File: src/rtl/fifo_ctrl.sv
// Synchronous FIFO controller driving an external 1-cycle-latency RAM.
// Define FIFO_ERR_EN to build in the sticky overflow/underflow error flag.
module fifo_ctrl #(
  parameter int DATA_W = 10,
  parameter int ADDR_W = 3
) (
  input  logic              clk,
  input  logic              reset_L,
  input  logic              push,
  input  logic              pop,
  input  logic [DATA_W-1:0] data_in,
  input  logic [ADDR_W:0]   af_thresh,
  input  logic [ADDR_W:0]   ae_thresh,
  output logic              mem_we,
  output logic [ADDR_W-1:0] mem_waddr,
  output logic [DATA_W-1:0] mem_wdata,
  output logic              mem_re,
  output logic [ADDR_W-1:0] mem_raddr,
  input  logic [DATA_W-1:0] mem_rdata,
  output logic [DATA_W-1:0] data_out,
  output logic              valid_out,
  output logic              full,
  output logic              empty,
  output logic              almost_full,
  output logic              almost_empty,
  output logic [ADDR_W:0]   count,
  output logic              error
);

  localparam logic [ADDR_W:0] DEPTH = (ADDR_W+1)'(1 << ADDR_W);

  logic [ADDR_W-1:0] wr_ptr;
  logic [ADDR_W-1:0] rd_ptr;
  logic [ADDR_W:0]   cnt;
  logic              vld_q;
  logic              push_acc;
  logic              pop_acc;

  // Requests are ignored while reset is held so no RAM write escapes.
  assign pop_acc  = reset_L & pop & ~empty;
  assign push_acc = reset_L & push & (~full | pop_acc);

  assign full         = (cnt == DEPTH);
  assign empty        = (cnt == '0);
  assign almost_full  = (af_thresh != '0) && (cnt >= af_thresh);
  assign almost_empty = (cnt <= ae_thresh);
  assign count        = cnt;

  assign mem_we    = push_acc;
  assign mem_waddr = wr_ptr;
  assign mem_wdata = data_in;
  assign mem_re    = pop_acc;
  assign mem_raddr = rd_ptr;

  assign data_out  = mem_rdata;
  assign valid_out = vld_q;

  always_ff @(posedge clk or negedge reset_L) begin
    if (!reset_L) begin
      wr_ptr <= '0;
      rd_ptr <= '0;
      cnt    <= '0;
      vld_q  <= 1'b0;
    end else begin
      if (push_acc)
        wr_ptr <= wr_ptr + ADDR_W'(1);
      if (pop_acc)
        rd_ptr <= rd_ptr + ADDR_W'(1);
      unique case ({push_acc, pop_acc})
        2'b10:   cnt <= cnt + (ADDR_W+1)'(1);
        2'b01:   cnt <= cnt - (ADDR_W+1)'(1);
        default: cnt <= cnt;
      endcase
      vld_q <= pop_acc;
    end
  end

`ifdef FIFO_ERR_EN
  logic err_q;

  always_ff @(posedge clk or negedge reset_L) begin
    if (!reset_L)
      err_q <= 1'b0;
    else if ((push & full & ~pop) | (pop & empty))
      err_q <= 1'b1;
  end

  assign error = err_q;
`else
  assign error = 1'b0;
`endif

endmodule

File: config.mk
export PLATFORM = sky130hd
export DESIGN_NAME = fifo_ctrl
export DESIGN_NICKNAME = d
export VERILOG_FILES = /design/src/rtl/fifo_ctrl.sv
export SDC_FILE = /design/constraint.sdc
export NUM_CORES = 1
export LEC_CHECK = 0
export BUFFER_PORTS_ARGS = -buffer_cell sky130_fd_sc_hd__buf_2
export CORE_MARGIN = 3
export CORE_UTILIZATION = 35
export DETAILED_ROUTE_END_ITERATION = 12
export MAX_ROUTING_LAYER = met4
export PLACE_DENSITY = 0.69
export SETUP_SLACK_MARGIN = 0.5
export SYNTH_ARGS = -nofsm -noshare
export SYNTH_HDL_FRONTEND = slang
export SYNTH_SLANG_ARGS = --single-unit
File: constraint.sdc
create_clock -name clk -period 3.1 [get_ports clk]
set_input_delay 0.31 -clock clk [delete_from_list [all_inputs] [get_ports clk]]
set_output_delay 0.31 -clock clk [all_outputs]
set_load 0.02 [all_outputs]
**Yosys cells after proc, flatten, opt, wreduce, memory -nomap -nowiden**

Index checks and enable logic that the tools add are counted.

- Register bits: 11
- Input bits: 32
- Output and inout port bits: 38

- Add/sub/neg operators: 4
- Magnitude comparators: 2
- Equality and inequality tests: 3
- Multiplexer cells: 1
- Bitwise logic cells: 7
- Reduce and logical (&&, ||, !) cells: 4

Operators with widths:

| cell | number |
|---|---|
| $pmux 4 s2 | 1 |
| $add 3x1->3 const B | 2 |
| $add 4x1->4 const B | 1 |
| $and 1x1->1 | 4 |
| $eq 4x4->1 const B | 1 |
| $ge 4x4->1 | 1 |
| $le 4x4->1 | 1 |
| $logic_not 4->1 | 1 |
| $reduce_bool 4->1 | 1 |
| $sub 4x1->4 const B | 1 |
| $eq 2x1->1 const B | 1 |
| $eq 2x2->1 const B | 1 |
| $not 1->1 | 2 |
| $reduce_bool 2->1 | 1 |
| $logic_and 1x1->1 | 1 |
| $or 1x1->1 | 1 |

**Longest topological paths before layout**

- Word-level depth: 7
- Gate-level depth with buffers: 9

**Worst setup path before layout**

No wires, ideal clock.

- Kind: reg2reg
- From: reg cnt[1], in the netlist count[1]
- To: reg cnt[3], in the netlist count[3]
- Library setup time: 68 ps
- Arrival: 2495 ps
- Setup slack: 536 ps
- Stages on the path, launching flop included: 9
- Clock period less this slack: 2564 ps
- Path through: dfrtp_1 -> nor4_2 -> or3_1 -> inv_1 -> ha_1 -> or2_2 -> nand3_1 -> mux2_2 -> nand3_1

- Cells in the longest elaborated chain, start to end: 7

RTL lines:

| item | line | text |
|---|---|---|
| start: declaration | 34 | `logic [ADDR_W:0] cnt;` |
| start signal: assignment | 70 | `2'b10: cnt <= cnt + (ADDR_W+1)'(1);` |
| start signal: assignment | 71 | `2'b01: cnt <= cnt - (ADDR_W+1)'(1);` |
| start signal: assignment | 72 | `default: cnt <= cnt;` |
| $logic_not 4->1 * | 44 | `assign empty = (cnt == '0);` |
| named net empty | 23 | `output logic empty,` |
| $not 1->1 * | 40 | `assign pop_acc = reset_L & pop & ~empty;` |
| $and 1x1->1 * | 40 |  |
| $or 1x1->1 | 41 | `assign push_acc = reset_L & push & (~full \| pop_acc);` |
| $and 1x1->1 | 41 |  |
| $eq 2x1->1 / $eq 2x2->1 (equally long branches) | 69 | `unique case ({push_acc, pop_acc})` |
| $pmux 4 s2 / $reduce_bool 2->1 (equally long branches) | - |  |

The timed path passes the listed nets; every way through them passes the cells marked *.
A chain may end at the register's enable or synchronous reset.

**Final worst setup path**

- From: reg cnt[1], in the netlist count[1]
- To: reg cnt[3], in the netlist count[3]

- Cells in the longest elaborated chain, start to end: 7

RTL lines:

| item | line |
|---|---|
| $logic_not 4->1 | 44 |
| $not 1->1 | 40 |
| $and 1x1->1 | 40 |
| $or 1x1->1 | 41 |
| $and 1x1->1 | 41 |
| $eq 2x1->1 / $eq 2x2->1 (equally long branches) | 69 |
| $pmux 4 s2 / $reduce_bool 2->1 (equally long branches) | - |

Parallel ways exist; a longest one is shown, timed or not.

==> impl_metrics.ini <==
[run_status]
status = finished clean

[floorplanning]
rows = 18
die_h_um = 59.5
fp.dieW_um = 59.5
floorplan.initialDensity = 0.387
ioPinCount = 70
core_area_um2 = 2590
dieArea_um2 = 3550

[pwr]
pwr_density_cell_nw_per_um2 = 936
p_int_mw = 0.517
p_sw_mw = 0.470
leakage_nw = 0.555
total_power_mw = 0.988
pwr-share-clk = 0.098
power_frac_comb = 0.580
power_frac_seq = 0.322
irDropWorstVdd_v = 0.000517
swShare = 0.476

[placement]
place_area_um2 = 1020
hpwl_mm = 1.43
portBuffers = 28
gp_congestion = 0.782

[yosys]
yosys.area_share.simple = 0.142
syn-cell-area_um2 = 1000
muxShareOfSynthArea = 0.0648
yosysWarnings = 0
syn_inst = 107
synth_fa_ha_area_frac = 0.170
ys_types = 34
synth_seq_cells = 11
ys_seq_area_frac = 0.274
synth_xor_area_frac = 0.0611
synth_compound_area_frac = 0.0810
synth.avg_cell_area_um2 = 9.38
syn_nets = 152
synth_top_family_by_area = buffers and inverters

[setup_path]
cp.required_ns = 3.31
critical_path_class = flip-flop to flip-flop
crit_fanout = 7
worstRegToRegCells = 8
regToRegStartpoint = count[1]$_DFFE_PN0P_
cp-end-kind = flip-flop
arrival_ns = 2.56
startpoint = count[1]$_DFFE_PN0P_
startpoint_type = flip-flop

[timing]
fin_hold_ws_ns = 0.412
finalHoldViolations = 0
setup_violations = 0
period_share = 0.758
fmax_mhz = 426
skew_ns = 0.00457
final.min_clock_period_ns = 2.35
finalMaxSlewViolations = 0
fin_setup_tns_ns = 0
rsz0062_at_grt = false

[hold_path]
worstHoldStart = reset_L
hold_class = primary input to flip-flop
min_path_cells = 4

[drt]
vias_per_cell = 4.89
drt_first_pass_iters = 2
drtIter0Drc = 5
routed_wl_mm = 1.73
wire_per_inst_um = 11.7
ant_nets = 0
vias = 723
drc = 0

[cts]
cts_made_buffers = 3
insertion_delay_ns = 0.27
clk_pin_slew_worst_paths_ns = 0.07
cts_hold_repair.buffers = 1
cts_tree = yes
cts_sinks = 11
post_cts_buffers = 0
htreeDepth = 1
cts_root_buf = clkbuf_4
clk_path_buf_depth = 2
cts_resized = 0

[finish]
diodes = 0
final_area_um2 = 1050
final_core_utilization = 0.407
fin_nets = 164
syn2layout_area_growth_pct = 5.11
drive_gt1_frac = 0.322

[global_routing]
grt_first_pass_wirelength_mm = 2.94
grt.total_usage = 0.111
grt_pass1_vias = 682
antenna_found_initial = 0
grt_overflow = 0
grt_max_degree = 13

[flow_run]
drv_cap = 0
logic make-up (layout without fill, tap and decap cells):
kind of cell | Yosys count | count (layout)
buf+inv | 33 | 44
simple gates | 25 | 25
fa+ha+maj | 13 | 13
compound gates | 11 | 11
flops | 11 | 11
xor+xnor | 7 | 7
mux | 6 | 6
other cells | 1 | 1
per-stage QoR:
step	cells	setup WS (ns)
final	148	0.751
after detailed placement	143	0.742
after global routing	148	0.596
after CTS	148	0.724
after floorplan	107	0.536
after global placement	143	0.796
critical path, cell delays in order, from the launching register on:
cell	delay [ns]
dfrtp_1	0.49
nor4_2	0.42
or3_1	0.20
inv_1	0.07
ha_1	0.30
or2_2	0.29
nand3_1	0.11
mux2_2	0.34
nand3_1	0.08
power by group through the flow:
stage	registers (mW)	logic [mW]	clock network (mW)
after floorplan	0.379	0.387	0
after global placement	0.320	0.563	0
after detailed placement	0.324	0.579	0
after CTS	0.321	0.583	0.104
after global routing	0.335	0.645	0.111
final	0.319	0.572	0.0968
path summary, 6_finish.rpt:
kind | slack [ns] | to
max in group asynchronous | 2.16 | mem_waddr[1]$_DFFE_PN0P_
worst min-delay path | 0.41 | count[3]$_DFFE_PN0P_
worst max register to register | 0.75 | count[3]$_DFFE_PN0P_
worst min register to register | 0.47 | mem_raddr[2]$_DFFE_PN0P_
worst max-delay path | 0.75 | count[3]$_DFFE_PN0P_
min in group asynchronous | 0.60 | valid_out$_DFF_PN0_
area by class of cell:
type | instances | area (um^2)
tap | 30 | 37.5
timing repair buffer | 29 | 150
inverter | 11 | 41.3
sequential | 11 | 275
multi-input combinational | 63 | 524
clock buffer | 4 | 26.3
fill | 247 | 1540
Yosys cell counts:
cell type  number  area, um^2
buf_4          21         158
ha_1           12         150
dfrtp_1        11         275
inv_1          11        41.3
nand2_1         7        26.3
xnor2_1         5        43.8
mux2_2          3        33.8
nor2_1          3        11.3
and2_1          2        12.5
mux2i_1         2        20.0
nand3_1         2        10.0
nor3_1          2        10.0
o21a_1          2        15.0
o21ai_0         2        10.0
or3_1           2        12.5
xor2_1          2        17.5
a211o_1         1        8.76
a211oi_1        1        7.51
a211oi_2        1        12.5
a21o_1          1        7.51
a21oi_1         1        5.00
a2bb2oi_1       1        8.76
a31oi_1         1        6.26
buf_2           1        5.00
conb_1          1        3.75
fa_1            1        20.0
mux2_1          1        11.3
nand2b_1        1        6.26
nand4_1         1        6.26
nor2b_1         1        6.26
nor3_4          1        16.3
nor4_1          1        6.26
nor4_2          1        12.5
or2_2           1        6.26
per-layer routing:
metal	vias up	wire, um	GRT usage
met1	330	735	0.139
li1	357	-	-
met2	22	836	0.161
met3	14	111	0.0370
met5	-	0	-
met4	0	51	0.0475
layout by cell type (no fill, tap or decap), drive strengths merged, types with 2 or more instances in the layout:
| cell | n |
|---|---|
| a211oi | 2 |
| mux2 | 4 |
| nand2 | 7 |
| inv | 11 |
| or3 | 2 |
| ha | 12 |
| mux2i | 2 |
| nor4 | 2 |
| xnor2 | 5 |
| nor3 | 3 |
| o21a | 2 |
| buf | 28 |
| and2 | 2 |
| nor2 | 3 |
| clkbuf | 4 |
| dfrtp | 11 |
| o21ai | 2 |
| xor2 | 2 |
| nand3 | 2 |
registers in the layout, indices dropped and copies added, names as in the netlist:
| name | cells |
|---|---|
| mem_waddr | 3 |
| valid_out | 1 |
| count | 4 |
| mem_raddr | 3 |
Power figures use the tool's default switching activity.
